File: src/rtl/seg7_scan_driver.sv
// Time-multiplexed common-anode hex display driver with a double-buffered
// value/dp register, per-digit dwell prescaler and optional leading-zero blanking.
module seg7_scan_driver #(
  parameter int NUM_DIGITS  = 8,
  parameter int REFRESH_DIV = 50000
) (
  input  logic                    clk,
  input  logic                    rst_n,
  input  logic [4*NUM_DIGITS-1:0] value,
  input  logic [NUM_DIGITS-1:0]   dp,
  input  logic                    load,
  input  logic                    blank_lz,
  output logic [6:0]              seg_n,
  output logic                    dp_n,
  output logic [NUM_DIGITS-1:0]   an_n,
  output logic                    frame_done
);

  localparam int IdxW = (NUM_DIGITS > 1) ? $clog2(NUM_DIGITS) : 1;
  localparam int DivW = $clog2(REFRESH_DIV);

  logic [DivW-1:0]         div_q, div_d;
  logic [IdxW-1:0]         idx_q, idx_d;
  logic [4*NUM_DIGITS-1:0] pend_value_q, pend_value_d, disp_value_q, disp_value_d;
  logic [NUM_DIGITS-1:0]   pend_dp_q, pend_dp_d, disp_dp_q, disp_dp_d;
  logic                    pend_valid_q, pend_valid_d;
  logic [6:0]              seg_n_q, seg_n_d;
  logic                    dp_n_q, dp_n_d;
  logic [NUM_DIGITS-1:0]   an_n_q, an_n_d;
  logic                    frame_done_q, frame_done_d;

  logic       term, last_digit, boundary, upper_zero, blank;
  logic [3:0] nibble;

  function automatic logic [6:0] glyph(input logic [3:0] n);
    logic [6:0] g;
    case (n)
      4'h0: g = 7'h3F;  4'h1: g = 7'h06;  4'h2: g = 7'h5B;  4'h3: g = 7'h4F;
      4'h4: g = 7'h66;  4'h5: g = 7'h6D;  4'h6: g = 7'h7D;  4'h7: g = 7'h07;
      4'h8: g = 7'h7F;  4'h9: g = 7'h6F;  4'hA: g = 7'h77;  4'hB: g = 7'h7C;
      4'hC: g = 7'h39;  4'hD: g = 7'h5E;  4'hE: g = 7'h79;  default: g = 7'h71;
    endcase
    return g;
  endfunction

  always_comb begin
    // NOTE: every signal gets a default first so no path leaves it unassigned (no latch).
    term         = (div_q == DivW'(REFRESH_DIV - 1));
    last_digit   = (idx_q == IdxW'(NUM_DIGITS - 1));
    boundary     = term && last_digit;
    div_d        = term ? '0 : div_q + DivW'(1);
    idx_d        = idx_q;
    pend_value_d = pend_value_q;
    pend_dp_d    = pend_dp_q;
    pend_valid_d = pend_valid_q;
    disp_value_d = disp_value_q;
    disp_dp_d    = disp_dp_q;
    frame_done_d = boundary;

    if (term) idx_d = last_digit ? '0 : idx_q + IdxW'(1);

    // A load on the boundary goes straight to display; the stale pending copy
    // is left untouched because pend_valid is cleared anyway.
    if (boundary) begin
      pend_valid_d = 1'b0;
      if (load) begin
        disp_value_d = value;
        disp_dp_d    = dp;
      end else if (pend_valid_q) begin
        disp_value_d = pend_value_q;
        disp_dp_d    = pend_dp_q;
      end
    end else if (load) begin
      pend_value_d = value;
      pend_dp_d    = dp;
      pend_valid_d = 1'b1;
    end

    upper_zero = 1'b1;
    for (int i = 0; i < NUM_DIGITS; i++) begin
      if (i >= int'(idx_q) && disp_value_q[4*i +: 4] != 4'h0) upper_zero = 1'b0;
    end
    blank  = blank_lz && (idx_q != '0) && upper_zero;
    nibble = disp_value_q[4*int'(idx_q) +: 4];

    an_n_d  = blank ? '1 : ~(NUM_DIGITS'(1) << idx_q);
    seg_n_d = blank ? 7'h7F : ~glyph(nibble);
    dp_n_d  = blank ? 1'b1 : ~disp_dp_q[idx_q];
  end

  // NOTE: sequential state uses non-blocking assignments so every register sees pre-edge values.
  always_ff @(posedge clk) begin
    if (!rst_n) begin
      div_q        <= '0;
      idx_q        <= '0;
      pend_value_q <= '0;
      pend_dp_q    <= '0;
      pend_valid_q <= 1'b0;
      disp_value_q <= '0;
      disp_dp_q    <= '0;
      seg_n_q      <= 7'h7F;
      dp_n_q       <= 1'b1;
      an_n_q       <= '1;
      frame_done_q <= 1'b0;
    end else begin
      div_q        <= div_d;
      idx_q        <= idx_d;
      pend_value_q <= pend_value_d;
      pend_dp_q    <= pend_dp_d;
      pend_valid_q <= pend_valid_d;
      disp_value_q <= disp_value_d;
      disp_dp_q    <= disp_dp_d;
      seg_n_q      <= seg_n_d;
      dp_n_q       <= dp_n_d;
      an_n_q       <= an_n_d;
      frame_done_q <= frame_done_d;
    end
  end

  assign seg_n      = seg_n_q;
  assign dp_n       = dp_n_q;
  assign an_n       = an_n_q;
  assign frame_done = frame_done_q;

endmodule

File: config.mk
export PLATFORM = sky130hd
export DESIGN_NAME = seg7_scan_driver
export DESIGN_NICKNAME = d
export VERILOG_FILES = /design/src/rtl/seg7_scan_driver.sv
export SDC_FILE = /design/constraint.sdc
export NUM_CORES = 1
export LEC_CHECK = 0
export ABC_AREA = 0
export CORE_MARGIN = 8
export CORE_UTILIZATION = 40
export CTS_CLUSTER_DIAMETER = 60
export DETAILED_ROUTE_END_ITERATION = 8
export PLACE_DENSITY = 0.57
export SETUP_SLACK_MARGIN = 0.5
export SLEW_MARGIN = 5
export SYNTH_ARGS = -nofsm -noshare
export SYNTH_HDL_FRONTEND = slang
export SYNTH_SLANG_ARGS = --single-unit
File: constraint.sdc
create_clock -name clk -period 3.4 [get_ports clk]
set_clock_uncertainty 0.1 [all_clocks]
set_input_delay 0.51 -clock clk [delete_from_list [all_inputs] [get_ports clk]]
set_output_delay 0.51 -clock clk [all_outputs]
set_load 0.02 [all_outputs]
# ---- Word-level counts from Yosys, hierarchy flattened
# Memory sizes are Yosys's and may differ from the RTL's.
# Index checks and enable logic that the tools add are counted.
dict set report totals {
  ff_bits 117
  mem_bits_ro 112
  input_bits 44
  out_inout_bits 17
  n_memories 1
}
dict set report op_classes {
  addsub 2
  magnitude_cmp 8
  eq_ne 2
  n_shift 2
  n_mux 15
  bitwise 5
  reduce_logical 25
}
# name words width rd rd_ports_with_merged_regs write_ports line_no
set mem_list {}
lappend mem_list {{(name not given)} 16 7 1 0 0 37} ;# case (n)
# operator n
set ops {}
lappend ops {{32-bit two-way mux} 2}
lappend ops {{4-bit nonzero test} 8}
lappend ops {{32-bit by 6-bit variable part select with 4-bit output} 1}
lappend ops {{16-bit by 1-bit adder with 16-bit output (second input constant)} 1}
lappend ops {{16-bit equality test (second input constant)} 1}
lappend ops {{8-bit two-way mux} 2}
lappend ops {{1-bit logical AND} 10}
lappend ops {{3-bit greater-or-equal comparator (first input constant)} 3}
lappend ops {{1-bit two-way mux} 9}
lappend ops {{8-bit inverter} 1}
lappend ops {{1-bit by 3-bit left shift with 8-bit output (first input constant)} 1}
lappend ops {{7-bit inverter} 1}
lappend ops {{1-bit by 3-bit greater-or-equal comparator with 1-bit output (first input constant)} 2}
lappend ops {{2-bit by 3-bit greater-or-equal comparator with 1-bit output (first input constant)} 2}
lappend ops {{2-bit OR reduction} 3}
lappend ops {{3-bit by 4-bit < comparator with 1-bit output (second input constant)} 1}
lappend ops {{2-bit AND reduction} 2}
lappend ops {{3-bit by 1-bit adder with 3-bit output (second input constant)} 1}
lappend ops {{1-bit binary-select mux with 3-bit select} 1}
lappend ops {{3-bit equality test (second input constant)} 1}
lappend ops {{3-bit two-way mux} 1}
lappend ops {{1-bit inverter} 3}
lappend ops {{3-bit nonzero test} 1}
lappend ops {{2-bit nonzero test} 1}

# ---- Depth between registers and ports, before layout
dict set report depth {
  word_depth 12
  ltp_mapped 11
  mapped_depth_nobuf 9
}

# ---- Worst setup path before layout
# No wires, ideal clock.
dict set report synth_timing {
  path_type {reg2reg}
  from {register idx_q[1]}
  to {register an_n_q[4] (netlist: an_n[4])}
  arrival_time_ns 2.326
  setup_slack_ns 0.911
  path_stages_with_launch 11
  path_buffers 3
  synth_period_minus_slack_ns 2.489
  cell_sequence {dfxtp_1 > clkbuf_1 > buf_2 > inv_1 > ha_1 > or4_1 > nor3_2 > a41oi_1 > o31a_1 > buf_6 > nand3_1}
}
dict set report synth_via {
  elab_chain_len 12
  elab_cells_between_ends 28
}
# element line_no
set synth_lines {}
lappend synth_lines {{start: declaration} 23} ;# logic [IdxW-1:0] idx_q, idx_d;
lappend synth_lines {{start signal: assignment} 107} ;# idx_q <= idx_d;
lappend synth_lines {{1-bit by 3-bit greater-or-equal comparator with 1-bit output} 81} ;# if (i >= int'(idx_q) && disp_value_q[4*i +: 4] != 4'h0) upper_zero = 1'b0;
lappend synth_lines {{1-bit logical AND} 81}
lappend synth_lines {{1-bit two-way mux (8 in series)} 81}
lappend synth_lines {{1-bit logical AND} 83} ;# blank = blank_lz && (idx_q != '0) && upper_zero;
lappend synth_lines {{2-bit OR reduction (no line)} n/a}
lappend synth_lines {{end signal: assignment} 115} ;# an_n_q <= an_n_d;
lappend synth_lines {{end: declaration} 29} ;# logic [NUM_DIGITS-1:0] an_n_q, an_n_d;
# Parallel ways exist; a longest one is shown, timed or not.
# A chain may end at the register's enable or synchronous reset.

# ---- Final worst setup path
dict set report layout_timing {
  from {register idx_q[0]}
  to {register seg_n_q[3] (netlist: seg_n[3])}
}
dict set report layout_via {
  elab_chain_len 12
  elab_cells_between_ends 29
}
# element line_no
set layout_lines {}
lappend layout_lines {{1-bit by 3-bit greater-or-equal comparator with 1-bit output} 81}
lappend layout_lines {{1-bit logical AND} 81}
lappend layout_lines {{1-bit two-way mux (8 in series)} 81}
lappend layout_lines {{1-bit logical AND} 83}
lappend layout_lines {{2-bit OR reduction (no line)} n/a}
lappend layout_lines {{end signal: assignment} 113} ;# seg_n_q <= seg_n_d;
lappend layout_lines {{end: declaration} 27} ;# logic [6:0] seg_n_q, seg_n_d;
# Parallel ways exist; a longest one is shown, timed or not.

==> metrics.cfg <==
[clock_tree]
cts_tree = yes
clock_latency_ns = 0.42
cts_sinks = 117
h-tree-depth = 4
cts_setup_buffers = 0
cts_root_buffer = clkbuf_16
post_cts_resized = 0
cts_made_buffers = 17
clock_path_buffers = 2
clkTransAtPathRegs_ns = 0.05
postCtsHoldBufs = 0

[synthesis]
ys_ff_latch = 117
syn_nets = 577
ys_warn_count = 0
synth_flop_cell = dfxtp_1
synth_most_common_cell = dfxtp_1
yosys.area.top_type = dfxtp_1
syn_area_um2 = 5420
async_flop_share_pct = 0
synth_edf_count = 0
synth-seq-area-share_pct = 43.2
synth_area_per_cell_um2 = 10.4
synth.area.top_cells = dfxtp_1 (43%), mux2i_1 (17%), o211a_1 (7.4%)
synth_top_area_share_pct = 43.2
synth_cell_types = 51
yosys-top-cells-count = dfxtp_1 (117), mux2i_1 (91), nand2_1 (59), nor2b_1 (42), o211a_1 (40)
netlist_instances = 520

[route]
ant_nets = 0
drt-total-wl_um = 12000
wl_per_cell_um = 15.8
vias = 3926
drc = 0
viasPerCell = 5.17
first_pass_iters = 6
drtIter0Drc = 167

[layout]
antennaDiodeCount = 0
drive_gt1_share_pct = 10.1
design_area_um2 = 6740
final_core_util_pct = 50.9
fin_nets = 628
area_growth_pct = 24.4

[grt]
track_usage_pct = 14.2
use_met1_pct = 16.4
grt_pass1_wl_um = 20000
met3_usage_pct = 4.12
grt_pass1_vias = 4065
grt_start_max_net_pins = 81
busiest_layer = met2
met2_usage_pct = 23.0
antenna_found_initial = 0
grt-ovfl-total = 0

[sta]
hold_viol = 0
fin_crit_sh_pct = 74.9
fin_setup_tns_ns = 0
rsz0062_at_grt = no
fmax_mhz = 393
post-route-min-period_ns = 2.55
worst_pin_slew_ns = 0.601
slew_headroom_pct = 59.9
final-setup-viol-count = 0
drv_slew = 0

[power_and_ir_drop]
irDropWorstVdd_mv = 0.361
seq_power_share_pct = 41.7
clockPowerShare_pct = 52.0
p_sw_uw = 722
powerDensity_nw_per_um2 = 508
p_int_uw = 2700
combPwrFrac_pct = 6.4
sw_frac_of_total_pct = 21.1
cellLeakagePower_uw = 0.00320

[setup_path]
crit_path_max_fanout = 11
regToRegStartpoint = idx_q[0]
rrSetupSlack_ns = 0.85
startpoint = idx_q[0]
crit_path_end_kind = register
worstSetupPathType = register to register
crit_path_start_kind = register
required_ns = 3.65
worstPathArrival_ns = 2.80

[floorplan]
core_region_area_um2 = 13200
io-pin-count = 61
start_util_pct = 40.9
dieArea_um2 = 17500
die_x_um = 132
die_h_um = 132
rows = 42

[placement]
port_buffers = 60
place_hpwl_um = 8230
place.gp.congestion = 0.916
place_area_um2 = 6150

[min_path]
worstHoldPathType = register to register
min_from = div_q[0]

[flow_run]
maxCapViolCount = 0

[run_status]
status = finished clean

==> path summary, 6_finish.rpt <==
check	endpoint	cells after the start
setup / recovery	seg_n[3]	10
setup reg to reg	seg_n[3]	10
hold / removal	div_q[0]	1
hold reg to reg	div_q[0]	1
==> stage by stage <==
| step | setup slack [ns] | std cells | hold slack, ns | total power [µW] |
|---|---|---|---|---|
| after floorplan | 0.911 | 520 | 0.326 | 1580 |
| after global placement | 0.734 | 728 | 0.335 | 1670 |
| after detailed placement | 0.653 | 728 | 0.362 | 1680 |
| after CTS | 0.620 | 759 | 0.365 | 3460 |
| after global routing | 0.626 | 759 | 0.413 | 3550 |
| final | 0.853 | 759 | 0.363 | 3420 |
==> power by group through the flow <==
stage / sequential [µW] / clock [µW] / combinational (µW)
after detailed placement: 1460 / 0 / 221
after global routing: 1430 / 1880 / 239
final: 1430 / 1780 / 218
after global placement: 1450 / 0 / 218
after CTS: 1430 / 1820 / 222
after floorplan: 1460 / 0 / 126
==> cell families (layout without fill, tap and decap cells) <==
family | count (synthesis) | count (layout) | share of synthesized area [%]
adders and majority gates | 13 | 13 | 3.00
and+or+nand+nor | 170 | 170 | 16.2
xor gates and xnor gates | 14 | 14 | 2.26
buffers and inverters | 43 | 106 | 3.63
DFF | 117 | 117 | 43.2
AOI/OAI and AO/OA | 60 | 60 | 10.3
muxes | 103 | 103 | 21.4
==> layout make-up <==
cell class | count | area [µm²]
Clock buffer | 20 | 457
Inverter | 8 | 30.0
Clock inverter | 11 | 133
Fill cell | 1256 | 6500
Multi-Input combinational cell | 360 | 2890
Tap cell | 176 | 220
Sequential cell | 117 | 2340
Timing Repair Buffer | 67 | 668
==> per-layer routing <==
layer | vias to the layer above | part of all wire (%)
li1 | 1959 | -
met1 | 1887 | 48
met2 | 63 | 46
met3 | 17 | 4.2
met4 | 0 | 2.1
met5 | - | 0
==> critical path, cell delays in order (launching register included) <==
cell,delay [ns]
dfxtp_2,0.47
buf_4,0.25
mux4_2,0.53
nand2_1,0.10
nand2_1,0.17
inv_1,0.15
ha_1,0.24
inv_1,0.07
mux2i_1,0.07
mux2_2,0.28
nand2_1,0.06
==> flip-flops by register name (all words and copies together), names as in the netlist, 3 cells and up <==
signal        count
disp_dp_q         8
an_n              8
pend_dp_q         8
div_q            16
idx_q             3
seg_n             7
disp_value_q     32
pend_value_q     32
==> cell usage in the layout (no fill, tap or decap), drive strengths merged, types with 3 or more instances in the layout <==
cell type and instances:
nand4 5, dfxtp 117, ha 13, and3 7
xor2 8, nor2b 42, nand2 59, o211a 40
mux2i 93, xnor2 6, nor4 7, clkinv 7
mux4 8, buf 9, and2 4, clkdlybuf4s50 58
nor3 4, o221ai 4, inv 8, clkbuf 20
bufinv 3, nor2 20, nand3 13
(Power assumes the default switching activity.)
